--- src/rtl/voice_scheduler.sv ---
// voice_scheduler -- polyphonic voice allocator and round-robin slot dispatcher.
//
// Holds NBANKS voices (7-bit MIDI note + 4-bit age). Note-on/off commands are
// accepted in IDLE, the table is scanned one voice per cycle, and every table
// write happens on the single COMMIT edge. A free-running slot index dispatches
// one voice per clk_en strobe.
//
// Configuration macro: VOICE_STEAL_EN
//   defined   : a note-on that finds the table full replaces the oldest voice
//   undefined : that note-on is dropped and o_overflow pulses during COMMIT
//
// Ports
//   clk, reset       clock, asynchronous active-high reset
//   clk_en           dispatch advance strobe
//   i_cmd_valid/o_cmd_ready/i_cmd   command handshake; [15] on/off, [14:8] note
//   o_midi, o_slot, o_frame_start   dispatched voice note, slot index, slot==0 flag
//   o_active_count   registered number of occupied voices
//   o_overflow       note-on rejected for lack of a free voice
module voice_scheduler #(
  parameter int NBANKS = 10
) (
  input  logic        clk,
  input  logic        reset,
  input  logic        clk_en,
  input  logic        i_cmd_valid,
  output logic        o_cmd_ready,
  input  logic [15:0] i_cmd,
  output logic [6:0]  o_midi,
  output logic [3:0]  o_slot,
  output logic        o_frame_start,
  output logic [3:0]  o_active_count,
  output logic        o_overflow
);

  localparam logic [1:0] S_IDLE   = 2'd0;
  localparam logic [1:0] S_SCAN   = 2'd1;
  localparam logic [1:0] S_COMMIT = 2'd2;
  localparam logic [3:0] LAST     = 4'(NBANKS - 1);

  logic [1:0] state_q, state_d;
  logic [6:0] note_q [NBANKS];
  logic [6:0] note_d [NBANKS];
  logic [3:0] age_q  [NBANKS];
  logic [3:0] age_d  [NBANKS];

  logic       cmd_on_q, stop_q;
  logic [6:0] cmd_note_q;
  logic [3:0] k_q;
  logic       free_hit_q, match_hit_q;
  logic [3:0] free_idx_q, match_idx_q;
`ifdef VOICE_STEAL_EN
  logic [3:0] old_idx_q, old_age_q;
`endif

  logic [3:0] idx_q, slot_q, count_q, count_d;
  logic [6:0] midi_q;
  logic       frame_q;
  logic       accept, is_stop, ovf, alloc;
  logic [3:0] tgt;
  logic       cmd_unused;

  assign cmd_unused  = ^i_cmd[7:0];
  assign o_cmd_ready = (state_q == S_IDLE) && !reset;
  assign accept      = i_cmd_valid && o_cmd_ready;
  assign is_stop     = !i_cmd[15] && (i_cmd[14:8] == 7'h7F);

  always_comb begin
    state_d = state_q;
    case (state_q)
      S_IDLE:   if (accept) state_d = is_stop ? S_COMMIT : S_SCAN;
      S_SCAN:   if (k_q == LAST) state_d = S_COMMIT;
      S_COMMIT: state_d = S_IDLE;
      default:  state_d = S_IDLE;
    endcase
  end

  always_ff @(posedge clk or posedge reset) begin
    if (reset) state_q <= S_IDLE;
    else       state_q <= state_d;
  end

  // Command capture and scan bookkeeping; cleared on every acceptance so no reset.
  always_ff @(posedge clk) begin
    if (accept) begin
      cmd_on_q    <= i_cmd[15];
      cmd_note_q  <= i_cmd[14:8];
      stop_q      <= is_stop;
      k_q         <= 4'd0;
      free_hit_q  <= 1'b0;
      match_hit_q <= 1'b0;
    end else if (state_q == S_SCAN) begin
      if (!free_hit_q && note_q[k_q] == 7'd0) begin
        free_hit_q <= 1'b1;
        free_idx_q <= k_q;
      end
      if (!match_hit_q && note_q[k_q] == cmd_note_q) begin
        match_hit_q <= 1'b1;
        match_idx_q <= k_q;
      end
`ifdef VOICE_STEAL_EN
      // Strict compare keeps the lowest index among equal maximum ages.
      if (k_q == 4'd0 || age_q[k_q] > old_age_q) begin
        old_idx_q <= k_q;
        old_age_q <= age_q[k_q];
      end
`endif
      k_q <= k_q + 4'd1;
    end
  end

  // All table writes are decided here and land only while in COMMIT.
  always_comb begin
    ovf   = 1'b0;
    alloc = 1'b0;
    tgt   = 4'd0;
    for (int i = 0; i < NBANKS; i++) begin
      note_d[i] = note_q[i];
      age_d[i]  = age_q[i];
    end
    if (state_q == S_COMMIT) begin
      if (stop_q) begin
        for (int i = 0; i < NBANKS; i++) begin
          note_d[i] = 7'd0;
          age_d[i]  = 4'd0;
        end
      end else if (!cmd_on_q) begin
        for (int i = 0; i < NBANKS; i++)
          if (match_hit_q && 4'(i) == match_idx_q) begin
            note_d[i] = 7'd0;
            age_d[i]  = 4'd0;
          end
      end else if (cmd_note_q != 7'd0) begin
        if (match_hit_q) begin
          for (int i = 0; i < NBANKS; i++)
            if (4'(i) == match_idx_q) age_d[i] = 4'd0;
        end else if (free_hit_q) begin
          alloc = 1'b1;
          tgt   = free_idx_q;
        end else begin
`ifdef VOICE_STEAL_EN
          alloc = 1'b1;
          tgt   = old_idx_q;
`else
          ovf   = 1'b1;
`endif
        end
        if (alloc) begin
          for (int i = 0; i < NBANKS; i++) begin
            if (4'(i) == tgt) begin
              note_d[i] = cmd_note_q;
              age_d[i]  = 4'd0;
            end else if (note_q[i] != 7'd0 && age_q[i] != LAST) begin
              age_d[i] = age_q[i] + 4'd1;
            end
          end
        end
      end
    end
  end

  always_ff @(posedge clk or posedge reset) begin
    if (reset) begin
      for (int i = 0; i < NBANKS; i++) begin
        note_q[i] <= 7'd0;
        age_q[i]  <= 4'd0;
      end
    end else begin
      for (int i = 0; i < NBANKS; i++) begin
        note_q[i] <= note_d[i];
        age_q[i]  <= age_d[i];
      end
    end
  end

  always_comb begin
    count_d = 4'd0;
    for (int i = 0; i < NBANKS; i++)
      count_d = count_d + {3'd0, (note_q[i] != 7'd0)};
  end

  // Dispatch reads the registered table, so a same-edge COMMIT write to the
  // dispatched slot is seen on the next pass.
  always_ff @(posedge clk or posedge reset) begin
    if (reset) begin
      idx_q   <= 4'd0;
      midi_q  <= 7'd0;
      slot_q  <= 4'd0;
      frame_q <= 1'b0;
      count_q <= 4'd0;
    end else begin
      count_q <= count_d;
      if (clk_en) begin
        midi_q  <= note_q[idx_q];
        slot_q  <= idx_q;
        frame_q <= (idx_q == 4'd0);
        idx_q   <= (idx_q == LAST) ? 4'd0 : idx_q + 4'd1;
      end
    end
  end

  assign o_midi         = midi_q;
  assign o_slot         = slot_q;
  assign o_frame_start  = frame_q;
  assign o_active_count = count_q;
  assign o_overflow     = ovf;

endmodule

--- config.mk ---
export PLATFORM = sky130hd
export DESIGN_NAME = voice_scheduler
export DESIGN_NICKNAME = d
export VERILOG_FILES = /design/src/rtl/voice_scheduler.sv
export SDC_FILE = /design/constraint.sdc
export NUM_CORES = 1
export LEC_CHECK = 0
export ABC_CLOCK_PERIOD_IN_PS = 4190
export BUFFER_PORTS_ARGS = -buffer_cell sky130_fd_sc_hd__buf_2
export CAP_MARGIN = 10
export CORE_ASPECT_RATIO = 1.1
export CORE_MARGIN = 3
export CORE_UTILIZATION = 40
export DETAILED_ROUTE_END_ITERATION = 10
export PLACE_DENSITY_LB_ADDON = 0.2
export SETUP_SLACK_MARGIN = 0.05
export SLEW_MARGIN = 20
export SYNTH_ARGS = -nofsm -noshare
export SYNTH_HDL_FRONTEND = slang
export SYNTH_SLANG_ARGS = --single-unit
--- constraint.sdc ---
create_clock -name clk -period 4.19 [get_ports clk]
set_input_delay 0.419 -clock clk [delete_from_list [all_inputs] [get_ports clk]]
set_output_delay 0.419 -clock clk [all_outputs]
set_load 0.02 [all_outputs]
Yosys cells after proc, flatten, opt, wreduce, memory -nomap -nowiden
Index checks and enable logic that the tools add are counted.

Bits in registers: 115. Input bits: 20. Output and inout bits: 18.

Bitwise logic cells: 3. Reductions and logical operators: 60. Order comparisons: 2. Equality and inequality tests: 38. Multiplexer cells: 53. $add $sub $neg: 11.

Operators with widths (count): 70-bit two-way mux (4); 7-bit two-way mux (24); 7-bit nonzero test (11); 7-bit binary-select mux with 4-bit select (2); 5-bit AND reduction (10); 3-bit by 1-bit != test with 1-bit output, second input constant (12); 3-bit by 4-bit equality test with 1-bit output, first input constant (8); 3-bit nonzero test (10); 4-bit two-way mux (7); 4-bit by 1-bit adder with 4-bit output (6); 2-bit by 4-bit equality test with 1-bit output, first input constant (4); 4-bit equality test, first input constant (4); 1-bit logical AND (15); 4-bit zero test (3); 1-bit two-way mux (12); 5-bit >= comparator, second input constant (2); 4-bit NOT with 5-bit output (2); 4-bit by 1-bit adder with 4-bit output, second input constant (2); 1-bit by 4-bit equality test with 1-bit output, first input constant (2); 4-bit equality test, second input constant (2); 7-bit equality test (1); 7-bit equality test, second input constant (1); 7-bit zero test (1); 2-bit two-way mux (3); other kinds (12) (19).

Longest topological paths before layout
Word-level depth: 12. Gate-level depth with buffers: 11. Depth with buffers taken out: 11.

Worst setup path before layout
OpenSTA, ideal clock, no wires.

Kind: register to register. Start point: reg note_q[3] in the netlist's numbering. End point: reg count_q[2], in the netlist o_active_count[2]. Data required time: 4066 ps. Cell stages (with the launch flop): 12. Arrival time: 3069 ps. Period minus slack after synthesis: 3193 ps. Setup slack: 997 ps. Path through: dfrtp_1 nor4_1 nand2_1 fa_1 fa_1 inv_1 fa_1 inv_1 ha_1 inv_1 fa_1 xor2_1.

Cells in the longest elaborated chain, start to end: 2.

Ends and longest elaborated chain: start: declaration (RTL line 41) `logic [6:0] note_q [NBANKS];`; start signal: indexed assignment (RTL line 169) `note_q[i] <= note_d[i];`; 7-bit nonzero test (RTL line 178) `count_d = count_d + {3'd0, (note_q[i] != 7'd0)};`; 4-bit by 1-bit adder with 4-bit output (RTL line 178); net count_d[2] (RTL line 55) `logic [3:0] idx_q, slot_q, count_q, count_d;`; end signal: assignment (RTL line 191) `count_q <= count_d;`; end: declaration (RTL line 55).

The timed path passes the listed nets, and every way through them passes these cells. A chain may end at the register's enable or synchronous reset.

Worst setup path in the final report
Start point: reg note_q[59] in the netlist's numbering. End point: reg count_q[2], in the netlist o_active_count[2].

Cells in the longest elaborated chain, start to end: 10.

Ends and longest elaborated chain (RTL line): 7-bit nonzero test (178); 1-bit by 1-bit adder with 2-bit output (178); 2-bit by 1-bit adder with 3-bit output (178); 3-bit by 1-bit adder with 4-bit output (178); 4-bit by 1-bit adder with 4-bit output (6 in a row) (178); net count_d[2] (55).

The timed path passes the listed nets, and every way through them passes these cells.

==> impl_metrics.toml <==
[die]
start_util_pct = 41.4
die_h_um = 138
coreArea_sq_mm = 0.0152
io_pins = 38
die_w_um = 126
std_cell_rows = 47
dieArea_sq_mm = 0.0173

[hold_path]
hold_class = "input port to async pin"

[sta]
period_share_pct = 83.6
hold_violations = 0
setup_viol = 0
drv_slew = 0
worst_clock_skew_ns = 0.00876
fmax_ghz = 0.285
fin_setup_tns_ns = 0
period_minus_slack_ns = 3.50
max_slew_margin_pct = 30.1
worst_pin_slew_ns = 1.05
hold_ws_ns = 0.0647
rsz0062_at_grt = "false"

[final_layout]
diodes = 0
register_area_sq_mm = 0.00293
nets = 569
multi_input_area_sq_mm = 0.00313
area_delta_synth_final_pct = 14.6
fin_area_sq_mm = 0.00723
fillerInstances = 1352
drive_above_1_share_pct = 33.0

[flow_run]
maxCapViolCount = 0

[drt]
num_vias = 4391
ant_nets = 0
post_drt_wl_per_cell_um = 21.7
vias_per_cell = 5.87
routed_wl_mm = 16.2
drc_errors = 0
drtIter0Drc = 490
first_pass_iters = 5

[global_route]
met2_usage_pct = 31.1
grt_max_degree = 58
first_global_vias = 4376
grt_pass1_wl_mm = 25.5
grt-ovfl-total = 0
grtUsageMet1_pct = 26.5
top_usage_layer = "met2"
grtUsageTotal_pct = 19.6
antenna_found_initial = 0
grtUsageMet3_pct = 4.54

[worst_setup_path]
criticalPathCategory = "flop to flop"
r2r_slack_ns = 0.69
critPathCapture = "o_active_count[2]"
reg2reg_to = "o_active_count[2]"
cp_data_arrival_time_ns = 3.80
ff2ff_path_depth = 11
rr_startpoint = "note_q[59]"
start_kind = "flop"
crit_start = "note_q[59]"
cp_max_fo = 4
cp-end-kind = "flop"
crit_required_ns = 4.49

[synth]
async_reset_ff_share_pct = 80.0
synth_edf_count = 17
syn_area_per_cell_sq_um = 12.2
ys_seq_elements = 115
synth_cell_type_count = 68
yosysWarningCount = 0
netlist_area_sq_mm = 0.00631
synth_nets = 545
synth_cells = 515
synth_ff_type = "dfrtp_1"
synth_seq_area_share_pct = 46.5

[power_and_ir_drop]
pwr_density_cell_mw_per_mm2 = 767
p_leak_nw = 3.25
vdd_drop_max_uv = 374

[clocking]
clock-sinks = 115
h-tree-depth = 4
tritoncts = "yes"
cts_setup_buffers = 0
clk_pin_slew_ns = 0.06
post_cts_resized = 0
hold_buffers = 0
cts-root-buf = "clkbuf_16"
cts_buffer_depth = 2
cts_buffers = 17
clk_latency_ns = 0.42

[placed_design]
place_area_sq_mm = 0.00659
dp_hpwl_mm = 11.8
place_congestion = 0.891
portBuffers = 29

[outcome]
outcome = "complete, no violations"
-- worst max-delay path, stage by stage (launching register included) --
cell and delay, ns:
dfrtp_1 0.41, nor4_1 0.41, nand2_1 0.13, fa_1 0.55, fa_1 0.51, inv_1 0.05, fa_1 0.44, inv_1 0.07
ha_1 0.16, inv_1 0.06, fa_1 0.42, xor2_1 0.17
-- area by class of cell --
class / count / share of cell area (%)
Sequential cell: 115 / 40.6
Inverter: 24 / 1.26
Timing Repair Buffer: 35 / 2.63
Multi-Input combinational cell: 346 / 43.3
Clock buffer: 24 / 6.80
Tap cell: 196 / 3.39
Clock inverter: 8 / 2.04
-- power breakdown --
group / switching (mW) / leakage [nW] / internal, mW
Combinational: 1.14 / 1.49 / 0.992
Sequential: 0.428 / 1.46 / 1.41
Clock: 0.509 / 0.303 / 1.06
Total: 2.08 / 3.25 / 3.46
-- worst min-delay path by stage --
| stage | endpoint | cells after the start |
|---|---|---|
| 4_1_cts | state_q[0] | 2 |
| 3_5_place_dp | o_frame_start | 1 |
| 5_1_grt | state_q[0] | 2 |
| 6_report | state_q[0] | 2 |
| 3_3_place_gp | o_frame_start | 1 |
| 2_1_floorplan | free_idx_q[1] | 0 |
-- routing by layer --
| metal | routed length (um) | part of all wire [%] | vias to the layer above |
|---|---|---|---|
| met5 | 0 | 0 | - |
| met4 | 345 | 2.1 | 0 |
| met3 | 838 | 5.2 | 26 |
| met2 | 7790 | 48 | 141 |
| met1 | 7250 | 45 | 2230 |
| li1 | - | - | 1994 |
-- synthesized netlist by cell type, drive strengths merged (10+ instances only) --
cell	number	area (sq um)
nand2	25	119
nor4	14	93.8
dfrtp	92	2300
o21ai	10	50.1
clkbuf	11	41.3
buf	19	114
mux2i	23	230
a21oi	11	58.8
nor3	19	95.1
nor2	26	97.6
mux2	86	972
mux4	21	477
inv	23	86.3
edfxtp	17	510
-- metrics by stage --
stage | worst slack [ns] | instances | power, mW | utilization, %
floorplan | 0.997 | 515 | 3.35 | -
global placement | 0.776 | 716 | 3.89 | 43.3
detailed placement | 0.700 | 716 | 3.98 | 43.3
CTS | 0.701 | 748 | 5.56 | 47.5
global route | 0.512 | 748 | 5.89 | 47.5
finish | 0.686 | 748 | 5.54 | 47.5
-- cell usage in the layout, fill, tap and decap left out, drive strengths merged, types with 10 or more instances in the layout --
| master | netlist | final |
|---|---|---|
| mux2 | 86 | 86 |
| nor3 | 19 | 19 |
| dfrtp | 92 | 92 |
| mux4 | 21 | 21 |
| nor4 | 14 | 14 |
| buf | 19 | 35 |
| o21ai | 10 | 10 |
| mux2i | 23 | 23 |
| nand2 | 25 | 25 |
| nor2 | 26 | 26 |
| edfxtp | 17 | 17 |
| clkbuf | 11 | 24 |
| a21oi | 11 | 11 |
| inv | 23 | 22 |
-- logic make-up after synthesis --
| group | Yosys count | share of synthesized area (%) |
|---|---|---|
| DFF | 115 | 46.5 |
| buffers and inverters | 54 | 3.89 |
| muxes | 130 | 26.6 |
| AOI/OAI and AO/OA | 64 | 7.30 |
| xor gates and xnor gates | 8 | 1.11 |
| and+or+nand+nor | 134 | 11.9 |
| adders and majority gates | 10 | 2.70 |
-- sequential cells by signal, summed over array words and instances (netlist names) --
register        cells
note_q             70
cmd_note_q          7
o_midi              7
free_idx_q          4
idx_q               4
k_q                 4
match_idx_q         4
o_active_count      4
o_slot              4
state_q             2
cmd_on_q            1
free_hit_q          1
match_hit_q         1
o_frame_start       1
stop_q              1
Power figures use the tool's default switching activity.
